<file path="src/rtl/bldc_deadtime_gate_pkg.sv">
// Shared types for the BLDC gate-drive stage: half-bridge state encoding and defaults.
package bldc_deadtime_gate_pkg;

    typedef enum logic [1:0] {
        HB_OFF  = 2'd0,
        HB_HI   = 2'd1,
        HB_LO   = 2'd2,
        HB_DEAD = 2'd3
    } halfbridge_state_t;

    localparam int BLDC_DEAD_CYCLES_DEFAULT = 8;
    localparam int BLDC_PHASES              = 3;

endpackage

</file>
<file path="src/rtl/bldc_deadtime_gate_if.sv">
// Request/gate bundle between the commutation table side and the gate-drive stage.
interface bldc_deadtime_gate_if;
    logic       en;
    logic       pwm;
    logic [5:0] phase_enable;
    logic       table_error;
    logic       fault_clr;
    logic [5:0] gate;
    logic       fault;
    logic       busy;

    modport master (
        output en, pwm, phase_enable, table_error, fault_clr,
        input  gate, fault, busy
    );

    modport slave (
        input  en, pwm, phase_enable, table_error, fault_clr,
        output gate, fault, busy
    );
endinterface

</file>
<file path="src/rtl/bldc_halfbridge_deadtime.sv">
// One half-bridge: OFF/HI/LO/DEAD sequencer guaranteeing DEAD_CYCLES of both-off
// between any on state and any other state.
module bldc_halfbridge_deadtime
    import bldc_deadtime_gate_pkg::*;
#(
    parameter int DEAD_CYCLES = BLDC_DEAD_CYCLES_DEFAULT
) (
    input  logic clk,
    input  logic rst_n,
    input  logic req_hi,
    input  logic req_lo,
    output logic gate_hi,
    output logic gate_lo,
    output logic in_dead
);

    localparam int              CNT_W    = $clog2(DEAD_CYCLES + 1);
    localparam logic [CNT_W-1:0] CNT_LOAD = CNT_W'(DEAD_CYCLES);
    localparam logic [CNT_W-1:0] CNT_ONE  = CNT_W'(1);

    halfbridge_state_t state_r, state_s, req_state_s;
    logic [CNT_W-1:0]  cnt_r, cnt_s;
    logic              gate_hi_r, gate_lo_r, in_dead_r;

    // Next-state: requests are only acted on from OFF, HI, LO, or at dead-time expiry
    always_comb begin
        state_s = state_r;
        cnt_s   = cnt_r;
        if (req_hi) begin
            req_state_s = HB_HI;
        end else if (req_lo) begin
            req_state_s = HB_LO;
        end else begin
            req_state_s = HB_OFF;
        end
        case (state_r)
            HB_OFF: begin
                state_s = req_state_s;
            end
            HB_HI, HB_LO: begin
                if (req_state_s != state_r) begin
                    state_s = HB_DEAD;
                    cnt_s   = CNT_LOAD;
                end else begin
                    state_s = state_r;
                end
            end
            HB_DEAD: begin
                if (cnt_r == CNT_ONE) begin
                    state_s = req_state_s;
                    cnt_s   = {CNT_W{1'b0}};
                end else begin
                    cnt_s   = cnt_r - CNT_ONE;
                end
            end
            default: begin
                state_s = HB_DEAD;
                cnt_s   = CNT_LOAD;
            end
        endcase
    end

    // State register; gate pins are flopped from the next state so they never glitch
    always_ff @(posedge clk or negedge rst_n) begin
        if (!rst_n) begin
            state_r   <= HB_DEAD;
            cnt_r     <= CNT_LOAD;
            gate_hi_r <= 1'b0;
            gate_lo_r <= 1'b0;
            in_dead_r <= 1'b1;
        end else begin
            state_r   <= state_s;
            cnt_r     <= cnt_s;
            gate_hi_r <= (state_s == HB_HI);
            gate_lo_r <= (state_s == HB_LO);
            in_dead_r <= (state_s == HB_DEAD);
        end
    end

    assign gate_hi = gate_hi_r;
    assign gate_lo = gate_lo_r;
    assign in_dead = in_dead_r;

endmodule

</file>
<file path="src/rtl/bldc_deadtime_gate.sv">
// BLDC gate-drive stage: PWM chop, shoot-through/table fault latch, and three
// independent dead-time half-bridges driving the gate pins.
module bldc_deadtime_gate
    import bldc_deadtime_gate_pkg::*;
#(
    parameter int DEAD_CYCLES = BLDC_DEAD_CYCLES_DEFAULT
) (
    input  logic                  clk,
    input  logic                  rst_n,
    bldc_deadtime_gate_if.slave   bus
);

    logic [2:0] hi_s, lo_s, conflict_s, req_hi_s, req_lo_s;
    logic [2:0] gate_hi_s, gate_lo_s, in_dead_s;
    logic       set_s, fault_next_s, fault_r;

    assign hi_s = bus.phase_enable[5:3];
    assign lo_s = bus.phase_enable[2:0];

    // Fault set wins over clear; requests are masked by the fault value about to be latched
    always_comb begin
        conflict_s   = {3{bus.en}} & hi_s & lo_s;
        set_s        = bus.en & (bus.table_error | (|conflict_s));
        fault_next_s = set_s | (fault_r & ~bus.fault_clr);
        req_hi_s     = {3{bus.en & bus.pwm & ~fault_next_s}} & hi_s;
        req_lo_s     = {3{bus.en & ~fault_next_s}} & lo_s;
    end

    // Sticky fault latch
    always_ff @(posedge clk or negedge rst_n) begin
        if (!rst_n) begin
            fault_r <= 1'b0;
        end else begin
            fault_r <= fault_next_s;
        end
    end

    // Bit 2 is phase A, bit 0 is phase C, matching phase_enable packing
    for (genvar i = 0; i < BLDC_PHASES; i++) begin : g_bridge
        bldc_halfbridge_deadtime #(
            .DEAD_CYCLES (DEAD_CYCLES)
        ) u_hb (
            .clk     (clk),
            .rst_n   (rst_n),
            .req_hi  (req_hi_s[i]),
            .req_lo  (req_lo_s[i]),
            .gate_hi (gate_hi_s[i]),
            .gate_lo (gate_lo_s[i]),
            .in_dead (in_dead_s[i])
        );
    end

    assign bus.gate  = {gate_hi_s, gate_lo_s};
    assign bus.fault = fault_r;
    assign bus.busy  = |in_dead_s;

endmodule

</file>
<file path="src/flat_wrapper.sv">
// flat-port wrapper written by rule: the top's interface ports become plain ports
module bldc_deadtime_gate_flat import bldc_deadtime_gate_pkg::*;
#(
    parameter int DEAD_CYCLES = BLDC_DEAD_CYCLES_DEFAULT
)
  (clk, rst_n, bus_en, bus_pwm, bus_phase_enable, bus_table_error, bus_fault_clr, bus_gate, bus_fault, bus_busy);
  bldc_deadtime_gate_if bus_i ();
  input  logic clk;
  input  logic rst_n;
  input wire logic [$bits(bus_i.en)-1:0] bus_en;
  input wire logic [$bits(bus_i.pwm)-1:0] bus_pwm;
  input wire logic [$bits(bus_i.phase_enable)-1:0] bus_phase_enable;
  input wire logic [$bits(bus_i.table_error)-1:0] bus_table_error;
  input wire logic [$bits(bus_i.fault_clr)-1:0] bus_fault_clr;
  output wire logic [$bits(bus_i.gate)-1:0] bus_gate;
  output wire logic [$bits(bus_i.fault)-1:0] bus_fault;
  output wire logic [$bits(bus_i.busy)-1:0] bus_busy;
  assign bus_i.en = bus_en;
  assign bus_i.pwm = bus_pwm;
  assign bus_i.phase_enable = bus_phase_enable;
  assign bus_i.table_error = bus_table_error;
  assign bus_i.fault_clr = bus_fault_clr;
  assign bus_gate = bus_i.gate;
  assign bus_fault = bus_i.fault;
  assign bus_busy = bus_i.busy;
  bldc_deadtime_gate #(.DEAD_CYCLES(DEAD_CYCLES)) u_core (.clk(clk), .rst_n(rst_n), .bus(bus_i));
endmodule
</file>
<file path="config.mk">
export PLATFORM = sky130hd
export DESIGN_NAME = bldc_deadtime_gate_flat
export DESIGN_NICKNAME = d
export VERILOG_FILES = /design/src/rtl/bldc_deadtime_gate_pkg.sv /design/src/rtl/bldc_deadtime_gate_if.sv /design/src/rtl/bldc_halfbridge_deadtime.sv /design/src/rtl/bldc_deadtime_gate.sv /design/src/flat_wrapper.sv
export SDC_FILE = /design/constraint.sdc
export NUM_CORES = 1
export LEC_CHECK = 0
export BUFFER_PORTS_ARGS = -buffer_cell sky130_fd_sc_hd__buf_2
export CORE_ASPECT_RATIO = 0.9
export CORE_MARGIN = 2
export CORE_UTILIZATION = 61
export CTS_BUF_LIST = sky130_fd_sc_hd__clkbuf_8
export CTS_CLUSTER_SIZE = 30
export DETAILED_ROUTE_END_ITERATION = 10
export GPL_TIMING_DRIVEN = 0
export PLACE_DENSITY = 0.78
export SLEW_MARGIN = 10
export SYNTH_ARGS = -nofsm -noshare
export SYNTH_HDL_FRONTEND = slang
export SYNTH_SLANG_ARGS = --single-unit
</file>
<file path="constraint.sdc">
create_clock -name clk -period 2.3 [get_ports clk]
set_input_delay 0.46 -clock clk [delete_from_list [all_inputs] [get_ports clk]]
set_output_delay 0.46 -clock clk [all_outputs]
set_load 0.005 [all_outputs]
</file>
==> impl_table.tex, run 1 <==
\begin{tabular}{lr}
\hline
Metric & Value \\
\hline
\multicolumn{2}{l}{\textbf{Status}} \\
\quad Result of the run & finished clean \\
\multicolumn{2}{l}{\textbf{Setup path}} \\
\quad Capturing point of the worst reg2reg path & u\_core.g\_bridge[2].u\_hb.gate\_hi \\
\quad CP Launch Point & u\_core.g\_bridge[2].u\_hb.cnt\_r[1] \\
\quad Startpoint types & register \\
\quad Worst reg-to-reg path cell count & 9 \\
\quad Worst r2r src & u\_core.g\_bridge[2].u\_hb.cnt\_r[1] \\
\quad Req. time, crit path & 2.51 ns \\
\quad Critical path class & reg -> reg \\
\quad Last element of the critical path & u\_core.g\_bridge[2].u\_hb.gate\_hi \\
\quad Internal reg-to-reg setup slack & 0.19 ns \\
\quad Critical-path maximum fanout & 4 \\
\quad Crit path DAT & 2.32 ns \\
\quad Critical path endpoint category & register \\
\multicolumn{2}{l}{\textbf{Clock network}} \\
\quad Htree depth & 1 \\
\quad Number of clock sinks seen by CTS & 28 \\
\quad Hold-fix buffers at CTS & 0 \\
\quad Insertion delay of the later-clocked pin in the worst-skew pair & 0.28 ns \\
\quad Number of clock buffers inserted by TritonCTS & 3 \\
\quad Clock tree from TritonCTS & built \\
\quad Clk root buf & sky130\_fd\_sc\_hd\_\_clkbuf\_8 \\
\quad Clock transition at path regs & 0.09 ns \\
\quad Clock tree buffer depth & 2 \\
\multicolumn{2}{l}{\textbf{Cells and area}} \\
\quad Post-layout nets & 265 \\
\quad Layout Cell Area excl Fill & 2160 um2 \\
\quad Antenna diodes & 0 \\
\quad Total of fill cells in the finished design & 252 \\
\quad Register cell area after layout & 716 um2 \\
\quad Proportion of layout cells with a drive suffix above 1 & 24.6\% \\
\quad Area overhead of the layout relative to synthesis & 11.9\% \\
\quad Multi-input logic area & 1040 um2 \\
\quad Post-layout utilization of the core & 70.8\% \\
\multicolumn{2}{l}{\textbf{Placement}} \\
\quad Gp weighted congestion & 0.825 \\
\quad Total placed instance area & 2070 um2 \\
\quad Detailed Place HPWL & 3.08 mm \\
\quad Number of I/O port buffers & 19 \\
\multicolumn{2}{l}{\textbf{Route}} \\
\quad Total number of vias & 1677 \\
\quad Detailed-router iteration count before antenna repair & 4 \\
\quad Wire per inst & 14.3 um \\
\quad Drt initial violations & 163 \\
\quad Detail-routed via count per cell & 5.95 \\
\quad Overall routed net length & 4.03 mm \\
\quad Number of nets with antenna violations after routing & 0 \\
\quad Detailed-route DRC error count & 0 \\
\multicolumn{2}{l}{\textbf{Yosys}} \\
\quad Simple-gate area share of the yosys netlist & 22.0\% \\
\quad Largest cells by area after synthesis & sky130\_fd\_sc\_hd\_\_dfrtp\_1 21\%, sky130\_fd\_sc\_hd\_\_dfstp\_2 16\%, sky130\_fd\_sc\_hd\_\_ha\_1 7.8\% \\
\quad Largest family of logic cells by synthesized area & compound AO/OA/AOI/OAI gates \\
\quad Number of synthesis warnings & 0 \\
\quad Number of synthesized register bits & 28 \\
\quad Count of cell types in the netlist & 53 \\
\quad Total nets after synthesis & 241 \\
\quad Adder-cell area share of the yosys netlist & 7.79\% \\
\quad Number of synthesized flops with an enable pin & 0 \\
\quad Post-Syn Area & 1930 um2 \\
\quad Syn\_area\_per\_cell & 8.88 um2 \\
\quad Share of the synthesized netlist area taken by xor and xnor gates & 0.455\% \\
\quad Yosys top cell by area & sky130\_fd\_sc\_hd\_\_dfrtp\_1 \\
\quad Async SR Flop Fraction & 100\% \\
\quad Share of the synthesized area in compound gates (AO/OA/AOI/OAI) & 22.3\% \\
\quad Part of the Yosys area used for sequential elements & 37.1\% \\
\quad Most frequent cell after synthesis & sky130\_fd\_sc\_hd\_\_inv\_1 \\
\quad Post-synth top flop & sky130\_fd\_sc\_hd\_\_dfrtp\_1 \\
\quad Fraction of post-synthesis cell area in the top cell type by area & 20.8\% \\
\quad Fraction of synthesized area in multiplexers & 1.10\% \\
\quad Syn Inst Count & 217 \\
\quad Top cell types by occurrence after synthesis & 25 x sky130\_fd\_sc\_hd\_\_inv\_1, 24 x sky130\_fd\_sc\_hd\_\_nor2\_1, 16 x sky130\_fd\_sc\_hd\_\_dfrtp\_1, 16 x sky130\_fd\_sc\_hd\_\_nand2\_1, 14 x sky130\_fd\_sc\_hd\_\_o21ai\_0 \\
\multicolumn{2}{l}{\textbf{Timing}} \\
\quad Final Hold Slack & 0.174 ns \\
\quad Clk\_skew & 0.00379 ns \\
\quad Slew at the pin with the worst max-slew slack & 0.586 ns \\
\quad Number of hold violations in the final report & 0 \\
\quad Final-layout setup total negative slack & 0 ns \\
\quad Remaining max-slew budget at the tightest pin & 60.9\% \\
\quad Number of setup violations in the final report & 0 \\
\quad RSZ-0062 raised after global routing & false \\
\quad Count of final max-slew check failures & 0 \\
\quad Max Clk Rate & 474 MHz \\
\quad Time the worst path needs with I/O delays and setup & 2.11 ns \\
\quad Tcrit/Tclk final & 91.8\% \\
\multicolumn{2}{l}{\textbf{Floorplan}} \\
\quad Overall die width & 63.2 um \\
\quad Die area & 3630 um2 \\
\quad Floorplan die height & 57.3 um \\
\quad Standard-cell rows & 19 \\
\quad Boundary Pins & 20 \\
\quad Starting density of the core & 63.3\% \\
\quad Core ar. & 3040 um2 \\
\multicolumn{2}{l}{\textbf{Flow run}} \\
\quad Maximum capacitance violations & 0 \\
\multicolumn{2}{l}{\textbf{Global route}} \\
\quad First-pass GRT wire length & 6.70 mm \\
\quad Global route total overflow & 0 \\
\quad Pin count of the biggest net entering global routing & 29 \\
\quad Initial antenna violation count & 0 \\
\quad Vias in the first global route & 1541 \\
\quad Total global routing track utilization & 23.7\% \\
\multicolumn{2}{l}{\textbf{Pwr}} \\
\quad Internal Power & 871 uW \\
\quad Areal power density over the cells & 548 nW/um2 \\
\quad Gate power share & 18.1\% \\
\quad Worst supply voltage drop on vdd & 578 uV \\
\quad Total design power & 1.18 mW \\
\quad Power dissipated by switching net loads & 310 uW \\
\quad Switching power as a share of total power & 26.2\% \\
\quad Portion of total power attributed to sequential cells & 49.5\% \\
\quad Leakage power total & 1.00 nW \\
\quad Power share of the clock group & 32.4\% \\
\multicolumn{2}{l}{\textbf{Min path}} \\
\quad Class of the tightest hold or removal check & in -> async \\
\hline
\end{tabular}
-- layer usage --
layer / up-vias / track usage (%) / part of all wire [%]
met1: 784 / 28.2 / 40
li1: 820 / - / -
met4: 0 / 7.76 / 1.3
met5: - / 0 / 0
met3: 7 / 5.33 / 5.9
met2: 66 / 42.9 / 52
-- cell families after synthesis --
logic type | Yosys count
xor+xnor | 1
fa+ha+maj | 12
buf+inv | 36
simple gates | 80
mux | 2
compound gates | 58
flops | 28
-- stage by stage --
stage	cells	setup slack [ns]
2_1_floorplan	217	0.327
3_3_place_gp	278	0.0314
3_5_place_dp	278	-0.0961
4_1_cts	282	0.0878
5_1_grt	282	0.00958
6_report	282	0.189
-- layout make-up --
cell class | count | area share [%]
clock buffer | 3 | 1.92
timing repair buffer | 19 | 4.41
multi-input combinational | 153 | 48.5
clock inverter | 1 | 1.39
inverter | 25 | 4.35
buffer | 11 | 3.83
tap | 42 | 2.44
sequential | 28 | 33.2
-- worst min path at each step --
stage,cells after the start,start,end
2_1_floorplan,0,rst_n,u_core.bus.fault
3_3_place_gp,2,u_core.g_bridge[0].u_hb.cnt_r[3],u_core.g_bridge[0].u_hb.cnt_r[3]
3_5_place_dp,1,rst_n,u_core.g_bridge[1].u_hb.cnt_r[2]
4_1_cts,1,rst_n,u_core.g_bridge[1].u_hb.cnt_r[2]
5_1_grt,1,rst_n,u_core.g_bridge[1].u_hb.cnt_r[2]
6_report,1,rst_n,u_core.g_bridge[1].u_hb.cnt_r[2]
-- registers in the layout, indices dropped and copies added, names as in the netlist --
signal,cells
u_core.bus.fault,1
u_core.g_bridge.u_hb.cnt_r,12
u_core.g_bridge.u_hb.gate_hi,3
u_core.g_bridge.u_hb.gate_lo,3
u_core.g_bridge.u_hb.in_dead,3
u_core.g_bridge.u_hb.state_r,6
-- worst max-delay path: stages (launching register included) --
cell and delay (ns):
sky130_fd_sc_hd__dfrtp_1 0.40, sky130_fd_sc_hd__inv_1 0.09, sky130_fd_sc_hd__ha_1 0.18, sky130_fd_sc_hd__or3b_2 0.50, sky130_fd_sc_hd__and2_1 0.19, sky130_fd_sc_hd__a21oi_1 0.14, sky130_fd_sc_hd__nor2_1 0.08, sky130_fd_sc_hd__a22oi_2 0.26
sky130_fd_sc_hd__inv_1 0.09, sky130_fd_sc_hd__nor2_1 0.12
-- power by group through the flow --
stage | registers (mW) | clock network, mW | logic (mW)
finish | 0.585 | 0.383 | 0.213
CTS | 0.581 | 0.394 | 0.212
global route | 0.592 | 0.422 | 0.243
floorplan | 0.580 | 0 | 0.152
detailed placement | 0.589 | 0 | 0.212
global placement | 0.587 | 0 | 0.197
-- cell usage in the layout, fill, tap and decap left out, types with 2 or more instances in the layout --
cell type / count
sky130_fd_sc_hd__clkbuf_8: 3
sky130_fd_sc_hd__inv_1: 25
sky130_fd_sc_hd__dfrtp_1: 16
sky130_fd_sc_hd__a31oi_1: 3
sky130_fd_sc_hd__a221o_1: 2
sky130_fd_sc_hd__o21ai_0: 14
sky130_fd_sc_hd__clkbuf_1: 3
sky130_fd_sc_hd__buf_2: 19
sky130_fd_sc_hd__o31ai_1: 3
sky130_fd_sc_hd__ha_1: 12
sky130_fd_sc_hd__and3_1: 2
sky130_fd_sc_hd__nor3_1: 5
sky130_fd_sc_hd__nor2_1: 24
sky130_fd_sc_hd__buf_4: 6
sky130_fd_sc_hd__a22o_1: 2
sky130_fd_sc_hd__or3_1: 5
sky130_fd_sc_hd__o211ai_1: 6
sky130_fd_sc_hd__nand2b_1: 2
sky130_fd_sc_hd__dfstp_2: 12
sky130_fd_sc_hd__nand4_1: 4
sky130_fd_sc_hd__and2_1: 5
sky130_fd_sc_hd__a22oi_2: 2
sky130_fd_sc_hd__a21oi_1: 11
sky130_fd_sc_hd__nand3_1: 4
sky130_fd_sc_hd__a32o_1: 2
sky130_fd_sc_hd__and3_2: 3
sky130_fd_sc_hd__nand2_1: 16
-- timing repair --
action                     CTS  global route
buffers inserted             0             0
setup endpoints to repair    0             2
gates resized for setup      0             2
(Power assumes the default switching activity.)
==> inputs of run 2 (changes only) <==
--- a/config.mk
+++ b/config.mk
@@ -9,7 +9,7 @@
 export CORE_ASPECT_RATIO = 0.9
 export CORE_MARGIN = 2
 export CORE_UTILIZATION = 61
-export CTS_BUF_LIST = sky130_fd_sc_hd__clkbuf_8
+export CTS_BUF_LIST = sky130_fd_sc_hd__clkbuf_4 sky130_fd_sc_hd__clkbuf_8
 export CTS_CLUSTER_SIZE = 30
 export DETAILED_ROUTE_END_ITERATION = 10
 export GPL_TIMING_DRIVEN = 0
==> run 2 against run 1 <==
Against the previous run: combinational power barely moved; worst setup slack got worse by 0.012 ns; sequential cell count did not move; sequential share of layout area rose by 0.29 points.
==> impl_table.tex, run 2 (synthesized netlist as in run 1, its figures left out) <==
\begin{tabular}{lr}
\hline
Metric & Value \\
\hline
\multicolumn{2}{l}{\textbf{Timing}} \\
\quad Number of setup violations in the final report & 0 (unchanged) \\
\quad Clk\_skew & 0.0101 ns (was 0.00379 ns) \\
\quad Remaining max-slew budget at the tightest pin & 60.9\% (about the same) \\
\quad Final Hold Slack & 0.105 ns (was 0.174 ns) \\
\quad Slew at the pin with the worst max-slew slack & 0.586 ns (about the same) \\
\quad Tcrit/Tclk final & 92.3\% (was 91.8\%) \\
\quad Max Clk Rate & 471 MHz (was 474 MHz) \\
\quad Number of hold violations in the final report & 0 (unchanged) \\
\quad Time the worst path needs with I/O delays and setup & 2.12 ns (was 2.11 ns) \\
\quad Count of final max-slew check failures & 0 (unchanged) \\
\multicolumn{2}{l}{\textbf{Cells and area}} \\
\quad Max reg flops & 12 (unchanged) \\
\quad Leading cell types in the layout, fill and taps excluded & 25 x sky130\_fd\_sc\_hd\_\_inv\_1, 24 x sky130\_fd\_sc\_hd\_\_nor2\_1, 19 x sky130\_fd\_sc\_hd\_\_buf\_2 (unchanged) \\
\quad Area overhead of the layout relative to synthesis & 10.9\% (was 11.9\%) \\
\quad Register with the highest flop count & u\_core.g\_bridge.u\_hb.cnt\_r (unchanged) \\
\quad Largest registers & u\_core.g\_bridge.u\_hb.cnt\_r (12), u\_core.g\_bridge.u\_hb.state\_r (6) (unchanged) \\
\quad Antenna diodes & 0 (unchanged) \\
\quad Post-layout utilization of the core & 70.2\% (was 70.8\%) \\
\quad Post-layout nets & 265 (unchanged) \\
\quad Proportion of layout cells with a drive suffix above 1 & 24.6\% (unchanged) \\
\quad Leading cell type in the layout, fill and taps excluded & sky130\_fd\_sc\_hd\_\_inv\_1 (unchanged) \\
\multicolumn{2}{l}{\textbf{Status}} \\
\quad Result of the run & finished clean (unchanged) \\
\multicolumn{2}{l}{\textbf{Placement}} \\
\quad Detailed Place HPWL & 3.08 mm (unchanged) \\
\quad Gp weighted congestion & 0.825 (unchanged) \\
\quad Number of I/O port buffers & 19 (unchanged) \\
\multicolumn{2}{l}{\textbf{Global route}} \\
\quad Pin count of the biggest net entering global routing & 29 (unchanged) \\
\quad Total global routing track utilization & 23.2\% (was 23.7\%) \\
\quad Initial antenna violation count & 0 (unchanged) \\
\quad First-pass GRT wire length & 6.64 mm (was 6.70 mm) \\
\quad Vias in the first global route & 1538 (was 1541) \\
\quad Global route total overflow & 0 (unchanged) \\
\multicolumn{2}{l}{\textbf{Min path}} \\
\quad Class of the tightest hold or removal check & in -> async (unchanged) \\
\multicolumn{2}{l}{\textbf{Setup path}} \\
\quad Critical path class & reg -> reg (unchanged) \\
\quad Library cell contributing the largest single delay on the critical path & sky130\_fd\_sc\_hd\_\_dfstp\_2 (was sky130\_fd\_sc\_hd\_\_or3b\_2) \\
\quad Startpoint types & register (unchanged) \\
\quad Critical-path maximum fanout & 10 (was 4) \\
\quad Cell Chain, Critical Path & inv\_1 -> ha\_1 -> clkbuf\_1 -> o2111ai\_2 -> a31o\_2 -> o211ai\_1 (was inv\_1 -> ha\_1 -> or3b\_2 -> and2\_1 -> a21oi\_1 -> nor2\_1 -> a22oi\_2 -> inv\_1 -> nor2\_1) \\
\quad Crit path DAT & 2.38 ns (was 2.32 ns) \\
\quad Critical path endpoint category & register (unchanged) \\
\quad Worst reg-to-reg path cell count & 6 (was 9) \\
\quad Req. time, crit path & 2.56 ns (was 2.51 ns) \\
\quad Highest cell delay on the worst timing path & 0.63 ns (was 0.50 ns) \\
\multicolumn{2}{l}{\textbf{Route}} \\
\quad Detail-routed via count per cell & 5.99 (was 5.95) \\
\quad Overall routed net length & 4.04 mm (was 4.03 mm) \\
\quad Total number of vias & 1689 (was 1677) \\
\quad Drt initial violations & 171 (was 163) \\
\quad Detailed-route DRC error count & 0 (unchanged) \\
\quad Number of nets with antenna violations after routing & 0 (unchanged) \\
\quad Detailed-router iteration count before antenna repair & 7 (was 4) \\
\quad Wire per inst & 14.3 um (about the same) \\
\multicolumn{2}{l}{\textbf{Floorplan}} \\
\quad Die area & 3630 um2 (unchanged) \\
\quad Boundary Pins & 20 (unchanged) \\
\quad Starting density of the core & 63.3\% (unchanged) \\
\quad Standard-cell rows & 19 (unchanged) \\
\quad Core ar. & 3040 um2 (unchanged) \\
\quad Overall die width & 63.2 um (unchanged) \\
\quad Floorplan die height & 57.3 um (unchanged) \\
\multicolumn{2}{l}{\textbf{Pwr}} \\
\quad Worst supply voltage drop on vdd & 772 uV (was 578 uV) \\
\quad Leakage power total & 0.996 nW (was 1.00 nW) \\
\quad Areal power density over the cells & 523 nW/um2 (was 548 nW/um2) \\
\multicolumn{2}{l}{\textbf{Clock network}} \\
\quad Clock tree buffer depth & 2 (unchanged) \\
\quad Clk root buf & sky130\_fd\_sc\_hd\_\_clkbuf\_4 (was sky130\_fd\_sc\_hd\_\_clkbuf\_8) \\
\quad Number of clock sinks seen by CTS & 28 (unchanged) \\
\quad Number of clock buffers inserted by TritonCTS & 3 (unchanged) \\
\quad Hold-fix buffers at CTS & 0 (unchanged) \\
\quad Clock tree from TritonCTS & built (unchanged) \\
\quad Htree depth & 1 (unchanged) \\
\quad Clock transition at path regs & 0.15 ns (was 0.09 ns) \\
\quad Insertion delay of the later-clocked pin in the worst-skew pair & 0.33 ns (was 0.28 ns) \\
\multicolumn{2}{l}{\textbf{Flow run}} \\
\quad Maximum capacitance violations & 0 (unchanged) \\
\hline
\end{tabular}
==> run 2: final cells by class <==
| type | count | area, um2 |
|---|---|---|
| Multi-Input combinational cell | 153 | 1040 |
| Fill cell | 255 | 906 |
| Sequential cell | 28 | 716 |
| Timing Repair Buffer | 19 | 95.1 |
| Inverter | 25 | 93.8 |
| Buffer | 11 | 82.6 |
| Tap cell | 42 | 52.6 |
| Clock inverter | 1 | 30.0 |
| Clock buffer | 3 | 22.5 |
==> run 2: per-layer routing <==
metal / share of wire (%) / track usage [%]
met5: 0 / 0
met4: 1.2 / 5.90
met3: 5.7 / 4.73
met2: 53 / 42.6
met1: 40 / 28.2
==> run 2: timing repair <==
action / CTS / global route
endpoints found under the setup margin: 0 / 2
buffers inserted: 0 / 0
gates resized for setup: 0 / 2
==> run 2: through the flow <==
stage / setup slack [ns] / instance area (um2) / instances / total power, mW / setup TNS [ns]
5_1_grt: -0.000834 / 2140 / 282 / 1.19 / -0.000834
3_3_place_gp: 0.0314 / 2070 / 278 / 0.784 / 0
2_1_floorplan: 0.327 / 1930 / 217 / 0.731 / 0
4_1_cts: 0.0789 / 2130 / 282 / 1.12 / 0
6_report: 0.177 / 2140 / 282 / 1.12 / 0
3_5_place_dp: -0.0961 / 2070 / 278 / 0.801 / -0.175
==> run 2: final timing paths <==
kind	slack (ns)	endpoint	from
hold reg to reg	0.52	u_core.g_bridge[0].u_hb.cnt_r[3]	u_core.g_bridge[0].u_hb.cnt_r[3]
min in group clk	0.37	u_core.bus.fault	bus_en
hold / removal	0.10	u_core.g_bridge[1].u_hb.cnt_r[2]	rst_n
setup / recovery	0.18	u_core.g_bridge[2].u_hb.cnt_r[3]	u_core.g_bridge[2].u_hb.state_r[0]
setup reg to reg	0.18	u_core.g_bridge[2].u_hb.cnt_r[3]	u_core.g_bridge[2].u_hb.state_r[0]
max in group asynchronous	1.80	u_core.g_bridge[0].u_hb.cnt_r[3]	rst_n
==> run 2: report_power, final <==
| part | total (mW) | internal (mW) | leakage [nW] | switching [mW] |
|---|---|---|---|---|
| registers | 0.585 | 0.544 | 0.343 | 0.0412 |
| logic | 0.214 | 0.0939 | 0.625 | 0.120 |
| clock network | 0.318 | 0.176 | 0.0279 | 0.141 |
==> run 2: critical path, delay by kind of cell (launching register included) <==
family / cells / cell delay [ns]
AOI/OAI and AO/OA: 3 / 0.69
adders and majority gates: 1 / 0.30
DFF: 1 / 0.63
buffers and inverters: 2 / 0.44
==> inputs of run 3 (changes only) <==
--- a/config.mk
+++ b/config.mk
@@ -5,6 +5,7 @@
 export SDC_FILE = /design/constraint.sdc
 export NUM_CORES = 1
 export LEC_CHECK = 0
+export ABC_AREA = 1
 export BUFFER_PORTS_ARGS = -buffer_cell sky130_fd_sc_hd__buf_2
 export CORE_ASPECT_RATIO = 0.9
 export CORE_MARGIN = 2
==> constraint.sdc (replaced) <==
create_clock -name clk -period 2.36 [get_ports clk]
set_input_delay 0.472 -clock clk [delete_from_list [all_inputs] [get_ports clk]]
set_output_delay 0.472 -clock clk [all_outputs]
set_load 0.005 [all_outputs]
==> run 3 against run 2 <==
Against the previous run: clock power fell by 24%; worst hold slack improved by 0.012 ns; global-route usage fell by 1.9 points; critical path depth rose by 2; utilization rose by 0.31 points; highest routed layer unchanged; sequential share of layout area fell by 0.41 points; synthesized cell count rose by 16%; clock skew fell by 0.0032 ns; combinational power rose to 9.1 times the previous value; die area rose by 2.5%; sequential power rose by 53%; power rose to 2.8 times the previous value.
==> impl_table.tex, run 3 <==
\begin{tabular}{lr}
\hline
Metric & Value \\
\hline
\multicolumn{2}{l}{\textbf{Status}} \\
\quad Result of the run & finished clean (unchanged) \\
\multicolumn{2}{l}{\textbf{Global route}} \\
\quad Initial antenna violation count & 0 (unchanged) \\
\quad Pin count of the biggest net entering global routing & 29 (unchanged) \\
\quad First-pass GRT wire length & 6.17 mm (was 6.64 mm) \\
\quad Global route total overflow & 0 (unchanged) \\
\quad Total global routing track utilization & 21.3\% (was 23.2\%) \\
\quad Vias in the first global route & 1509 (was 1538) \\
\multicolumn{2}{l}{\textbf{Clock network}} \\
\quad Clock tree buffer depth & 2 (unchanged) \\
\quad Clock tree from TritonCTS & built (unchanged) \\
\quad Insertion delay of the later-clocked pin in the worst-skew pair & 0.34 ns (was 0.33 ns) \\
\quad Hold-fix buffers at CTS & 0 (unchanged) \\
\quad Number of clock buffers inserted by TritonCTS & 3 (unchanged) \\
\quad Clk root buf & sky130\_fd\_sc\_hd\_\_clkbuf\_4 (unchanged) \\
\quad Clock transition at path regs & 0.16 ns (was 0.15 ns) \\
\quad Number of clock sinks seen by CTS & 28 (unchanged) \\
\quad PostCTS Resize Cnt & 0 (unchanged) \\
\quad Number of setup buffers added after CTS & 0 (unchanged) \\
\quad Htree depth & 1 (unchanged) \\
\multicolumn{2}{l}{\textbf{Yosys}} \\
\quad Fraction of post-synthesis cell area in the top cell type by area & 20.2\% (was 20.8\%) \\
\quad Post-Syn Area & 1980 um2 (was 1930 um2) \\
\quad Syn Inst Count & 252 (was 217) \\
\quad Async SR Flop Fraction & 100\% (unchanged) \\
\quad Total nets after synthesis & 276 (was 241) \\
\quad Syn\_area\_per\_cell & 7.85 um2 (was 8.88 um2) \\
\quad Top cell types by occurrence after synthesis & 53 x sky130\_fd\_sc\_hd\_\_nand2\_1, 39 x sky130\_fd\_sc\_hd\_\_inv\_1, 19 x sky130\_fd\_sc\_hd\_\_nor2\_1, 16 x sky130\_fd\_sc\_hd\_\_dfrtp\_1, 14 x sky130\_fd\_sc\_hd\_\_nand2\_2 (was 25 x sky130\_fd\_sc\_hd\_\_inv\_1, 24 x sky130\_fd\_sc\_hd\_\_nor2\_1, 16 x sky130\_fd\_sc\_hd\_\_dfrtp\_1, 16 x sky130\_fd\_sc\_hd\_\_nand2\_1, 14 x sky130\_fd\_sc\_hd\_\_o21ai\_0) \\
\quad Count of cell types in the netlist & 31 (was 53) \\
\quad Number of synthesized register bits & 28 (unchanged) \\
\quad Yosys top cell by area & sky130\_fd\_sc\_hd\_\_dfrtp\_1 (unchanged) \\
\quad Post-synth top flop & sky130\_fd\_sc\_hd\_\_dfrtp\_1 (unchanged) \\
\quad Number of synthesized flops with an enable pin & 0 (unchanged) \\
\quad Most frequent cell after synthesis & sky130\_fd\_sc\_hd\_\_nand2\_1 (was sky130\_fd\_sc\_hd\_\_inv\_1) \\
\quad Largest cells by area after synthesis & sky130\_fd\_sc\_hd\_\_dfrtp\_1 20\%, sky130\_fd\_sc\_hd\_\_dfstp\_2 16\%, sky130\_fd\_sc\_hd\_\_nand2\_1 10\% (was sky130\_fd\_sc\_hd\_\_dfrtp\_1 21\%, sky130\_fd\_sc\_hd\_\_dfstp\_2 16\%, sky130\_fd\_sc\_hd\_\_ha\_1 7.8\%) \\
\quad Number of synthesis warnings & 0 (unchanged) \\
\quad Part of the Yosys area used for sequential elements & 36.2\% (was 37.1\%) \\
\multicolumn{2}{l}{\textbf{Min path}} \\
\quad Class of the tightest hold or removal check & in -> async (unchanged) \\
\multicolumn{2}{l}{\textbf{Cells and area}} \\
\quad Leading cell types in the layout, fill and taps excluded & 53 x sky130\_fd\_sc\_hd\_\_nand2\_1, 39 x sky130\_fd\_sc\_hd\_\_inv\_1, 19 x sky130\_fd\_sc\_hd\_\_nor2\_1, 19 x sky130\_fd\_sc\_hd\_\_buf\_2, 16 x sky130\_fd\_sc\_hd\_\_dfrtp\_1 (was 25 x sky130\_fd\_sc\_hd\_\_inv\_1, 24 x sky130\_fd\_sc\_hd\_\_nor2\_1, 19 x sky130\_fd\_sc\_hd\_\_buf\_2) \\
\quad Area overhead of the layout relative to synthesis & 9.29\% (was 10.9\%) \\
\quad Register cell area after layout & 716 um2 (unchanged) \\
\quad Multi-input logic area & 1060 um2 (was 1040 um2) \\
\quad Largest registers & u\_core.g\_bridge.u\_hb.cnt\_r (12), u\_core.g\_bridge.u\_hb.state\_r (6) (unchanged) \\
\quad Post-layout nets & 300 (was 265) \\
\quad Proportion of layout cells with a drive suffix above 1 & 31.3\% (was 24.6\%) \\
\quad Total of fill cells in the finished design & 253 (was 255) \\
\quad Leading cell type in the layout, fill and taps excluded & sky130\_fd\_sc\_hd\_\_nand2\_1 (was sky130\_fd\_sc\_hd\_\_inv\_1) \\
\quad Max reg flops & 12 (unchanged) \\
\quad Post-layout utilization of the core & 70.5\% (was 70.2\%) \\
\quad Antenna diodes & 0 (unchanged) \\
\quad Register with the highest flop count & u\_core.g\_bridge.u\_hb.cnt\_r (unchanged) \\
\multicolumn{2}{l}{\textbf{Timing}} \\
\quad Final-layout setup total negative slack & 0 ns (unchanged) \\
\quad Max Clk Rate & 583 MHz (was 471 MHz) \\
\quad Slew at the pin with the worst max-slew slack & 0.629 ns (was 0.586 ns) \\
\quad Remaining max-slew budget at the tightest pin & 58.1\% (was 60.9\%) \\
\quad Clk\_skew & 0.00696 ns (was 0.0101 ns) \\
\quad Time the worst path needs with I/O delays and setup & 1.71 ns (was 2.12 ns) \\
\quad Number of setup violations in the final report & 0 (unchanged) \\
\quad Tcrit/Tclk final & 72.6\% (was 92.3\%) \\
\quad Number of hold violations in the final report & 0 (unchanged) \\
\quad Count of final max-slew check failures & 0 (unchanged) \\
\quad RSZ-0062 raised after global routing & false \\
\multicolumn{2}{l}{\textbf{Placement}} \\
\quad Detailed Place HPWL & 2.84 mm (was 3.08 mm) \\
\quad Number of I/O port buffers & 19 (unchanged) \\
\quad Gp weighted congestion & 0.838 (was 0.825) \\
\multicolumn{2}{l}{\textbf{Route}} \\
\quad Drt initial violations & 100 (was 171) \\
\quad Detail-routed via count per cell & 5.12 (was 5.99) \\
\quad Number of nets with antenna violations after routing & 0 (unchanged) \\
\quad Total number of vias & 1622 (was 1689) \\
\quad Detailed-router iteration count before antenna repair & 4 (was 7) \\
\quad Wire per inst & 11.5 um (was 14.3 um) \\
\quad Overall routed net length & 3.64 mm (was 4.04 mm) \\
\quad Detailed-route DRC error count & 0 (unchanged) \\
\multicolumn{2}{l}{\textbf{Pwr}} \\
\quad Worst supply voltage drop on vdd & 751 uV (was 772 uV) \\
\quad Portion of total power attributed to sequential cells & 29.0\% (was 52.4\%) \\
\quad Areal power density over the cells & 1430 nW/um2 (was 523 nW/um2) \\
\quad Gate power share & 63.2\% (was 19.1\%) \\
\quad Power dissipated by switching net loads & 1.49 mW (was 303 uW) \\
\quad Switching power as a share of total power & 48.2\% (was 27.1\%) \\
\quad Internal Power & 1.60 mW (was 814 uW) \\
\quad Power share of the clock group & 7.9\% (was 28.5\%) \\
\quad Leakage power total & 1.12 nW (was 0.996 nW) \\
\multicolumn{2}{l}{\textbf{Setup path}} \\
\quad Startpoint types & register (unchanged) \\
\quad Critical path class & reg -> reg (unchanged) \\
\quad Worst r2r src & u\_core.g\_bridge[0].u\_hb.state\_r[1] (was u\_core.g\_bridge[2].u\_hb.state\_r[0]) \\
\quad Critical path endpoint category & register (unchanged) \\
\quad Internal reg-to-reg setup slack & 0.65 ns (was 0.18 ns) \\
\quad Critical-path maximum fanout & 4 (was 10) \\
\quad Req. time, crit path & 2.63 ns (was 2.56 ns) \\
\quad Capturing point of the worst reg2reg path & u\_core.g\_bridge[0].u\_hb.in\_dead (was u\_core.g\_bridge[2].u\_hb.cnt\_r[3]) \\
\quad CP Launch Point & u\_core.g\_bridge[0].u\_hb.state\_r[1] (was u\_core.g\_bridge[2].u\_hb.state\_r[0]) \\
\quad Crit path DAT & 1.99 ns (was 2.38 ns) \\
\quad Worst reg-to-reg path cell count & 8 (was 6) \\
\multicolumn{2}{l}{\textbf{Floorplan}} \\
\quad Die area & 3720 um2 (was 3630 um2) \\
\quad Floorplan die height & 58.0 um (was 57.3 um) \\
\quad Overall die width & 64.0 um (was 63.2 um) \\
\quad Core ar. & 3070 um2 (was 3040 um2) \\
\quad Boundary Pins & 20 (unchanged) \\
\quad Standard-cell rows & 19 (unchanged) \\
\quad Starting density of the core & 64.5\% (was 63.3\%) \\
\multicolumn{2}{l}{\textbf{Flow run}} \\
\quad Maximum capacitance violations & 0 (unchanged) \\
\hline
\end{tabular}
## run 3: cell types whose count changed in the layout (fill, tap and decap cells not counted), sizes merged, moves of 5 or more
cell / change
nand2: +58
and2: -5
o211ai: -6
and3: -5
inv: +15
## run 3: cells by family after synthesis
group / Yosys count / share of synthesized area (%)
adders and majority gates: 12 / 7.59
and+or+nand+nor: 128 / 34.6
xor gates and xnor gates: 1 / 0.443
buffers and inverters: 49 / 10.4
AOI/OAI and AO/OA: 34 / 10.7
DFF: 28 / 36.2
## run 3: worst max-delay path, cell delays in order (launching register included)
cell                      delay (ns)
sky130_fd_sc_hd__dfstp_2        0.60
sky130_fd_sc_hd__inv_1          0.08
sky130_fd_sc_hd__ha_1           0.36
sky130_fd_sc_hd__inv_1          0.07
sky130_fd_sc_hd__o21ai_0        0.17
sky130_fd_sc_hd__a21oi_1        0.08
sky130_fd_sc_hd__nand2_2        0.09
sky130_fd_sc_hd__nand2_2        0.06
sky130_fd_sc_hd__nor2_1         0.14
## run 3: per-stage QoR
step / hold slack, ns / worst slack (ns) / cell area [um2] / power (mW) / instances
floorplan: 0.176 / 0.782 / 1980 / 2.48 / 252
global placement: 0.486 / 0.570 / 2130 / 2.81 / 313
detailed placement: 0.486 / 0.516 / 2130 / 2.87 / 313
CTS: 0.135 / 0.652 / 2160 / 3.12 / 317
global route: 0.168 / 0.567 / 2160 / 3.41 / 317
finish: 0.117 / 0.646 / 2160 / 3.09 / 317
## run 3: per-layer routing
layer	track usage [%]	vias up	part of all wire, %
met5	0	-	0
met4	3.73	0	0.69
met3	4.08	5	3.2
met2	40.5	27	51
met1	25.3	751	45
li1	-	839	-
## run 3: cell type report
type,instances,share of cell area [%]
clock buffers,4,1.68
inverters,43,7.46
well taps,42,2.43
multi-input cells,175,48.9
flip-flops and latches,28,33.1
repair buffers,19,4.40
plain buffers,6,2.08
## run 3: how the worst max path moves through the flow
| stage | end | slack, ns | depth (start not counted) |
|---|---|---|---|
| floorplan | u_core.g_bridge[1].u_hb.cnt_r[2] | 0.78 | 6 |
| global placement | u_core.g_bridge[0].u_hb.cnt_r[1] | 0.57 | 13 |
| detailed placement | u_core.g_bridge[0].u_hb.cnt_r[1] | 0.52 | 13 |
| CTS | u_core.g_bridge[0].u_hb.in_dead | 0.65 | 8 |
| global route | u_core.g_bridge[0].u_hb.in_dead | 0.57 | 8 |
| finish | u_core.g_bridge[0].u_hb.in_dead | 0.65 | 8 |
## run 3: power by group through the flow
| stage | Sequential [mW] | Combinational [mW] | Clock (mW) |
|---|---|---|---|
| after floorplan | 0.864 | 1.62 | 0 |
| after global placement | 0.900 | 1.91 | 0 |
| after detailed placement | 0.904 | 1.96 | 0 |
| after CTS | 0.894 | 1.97 | 0.255 |
| after global routing | 0.917 | 2.23 | 0.266 |
| final | 0.896 | 1.95 | 0.243 |
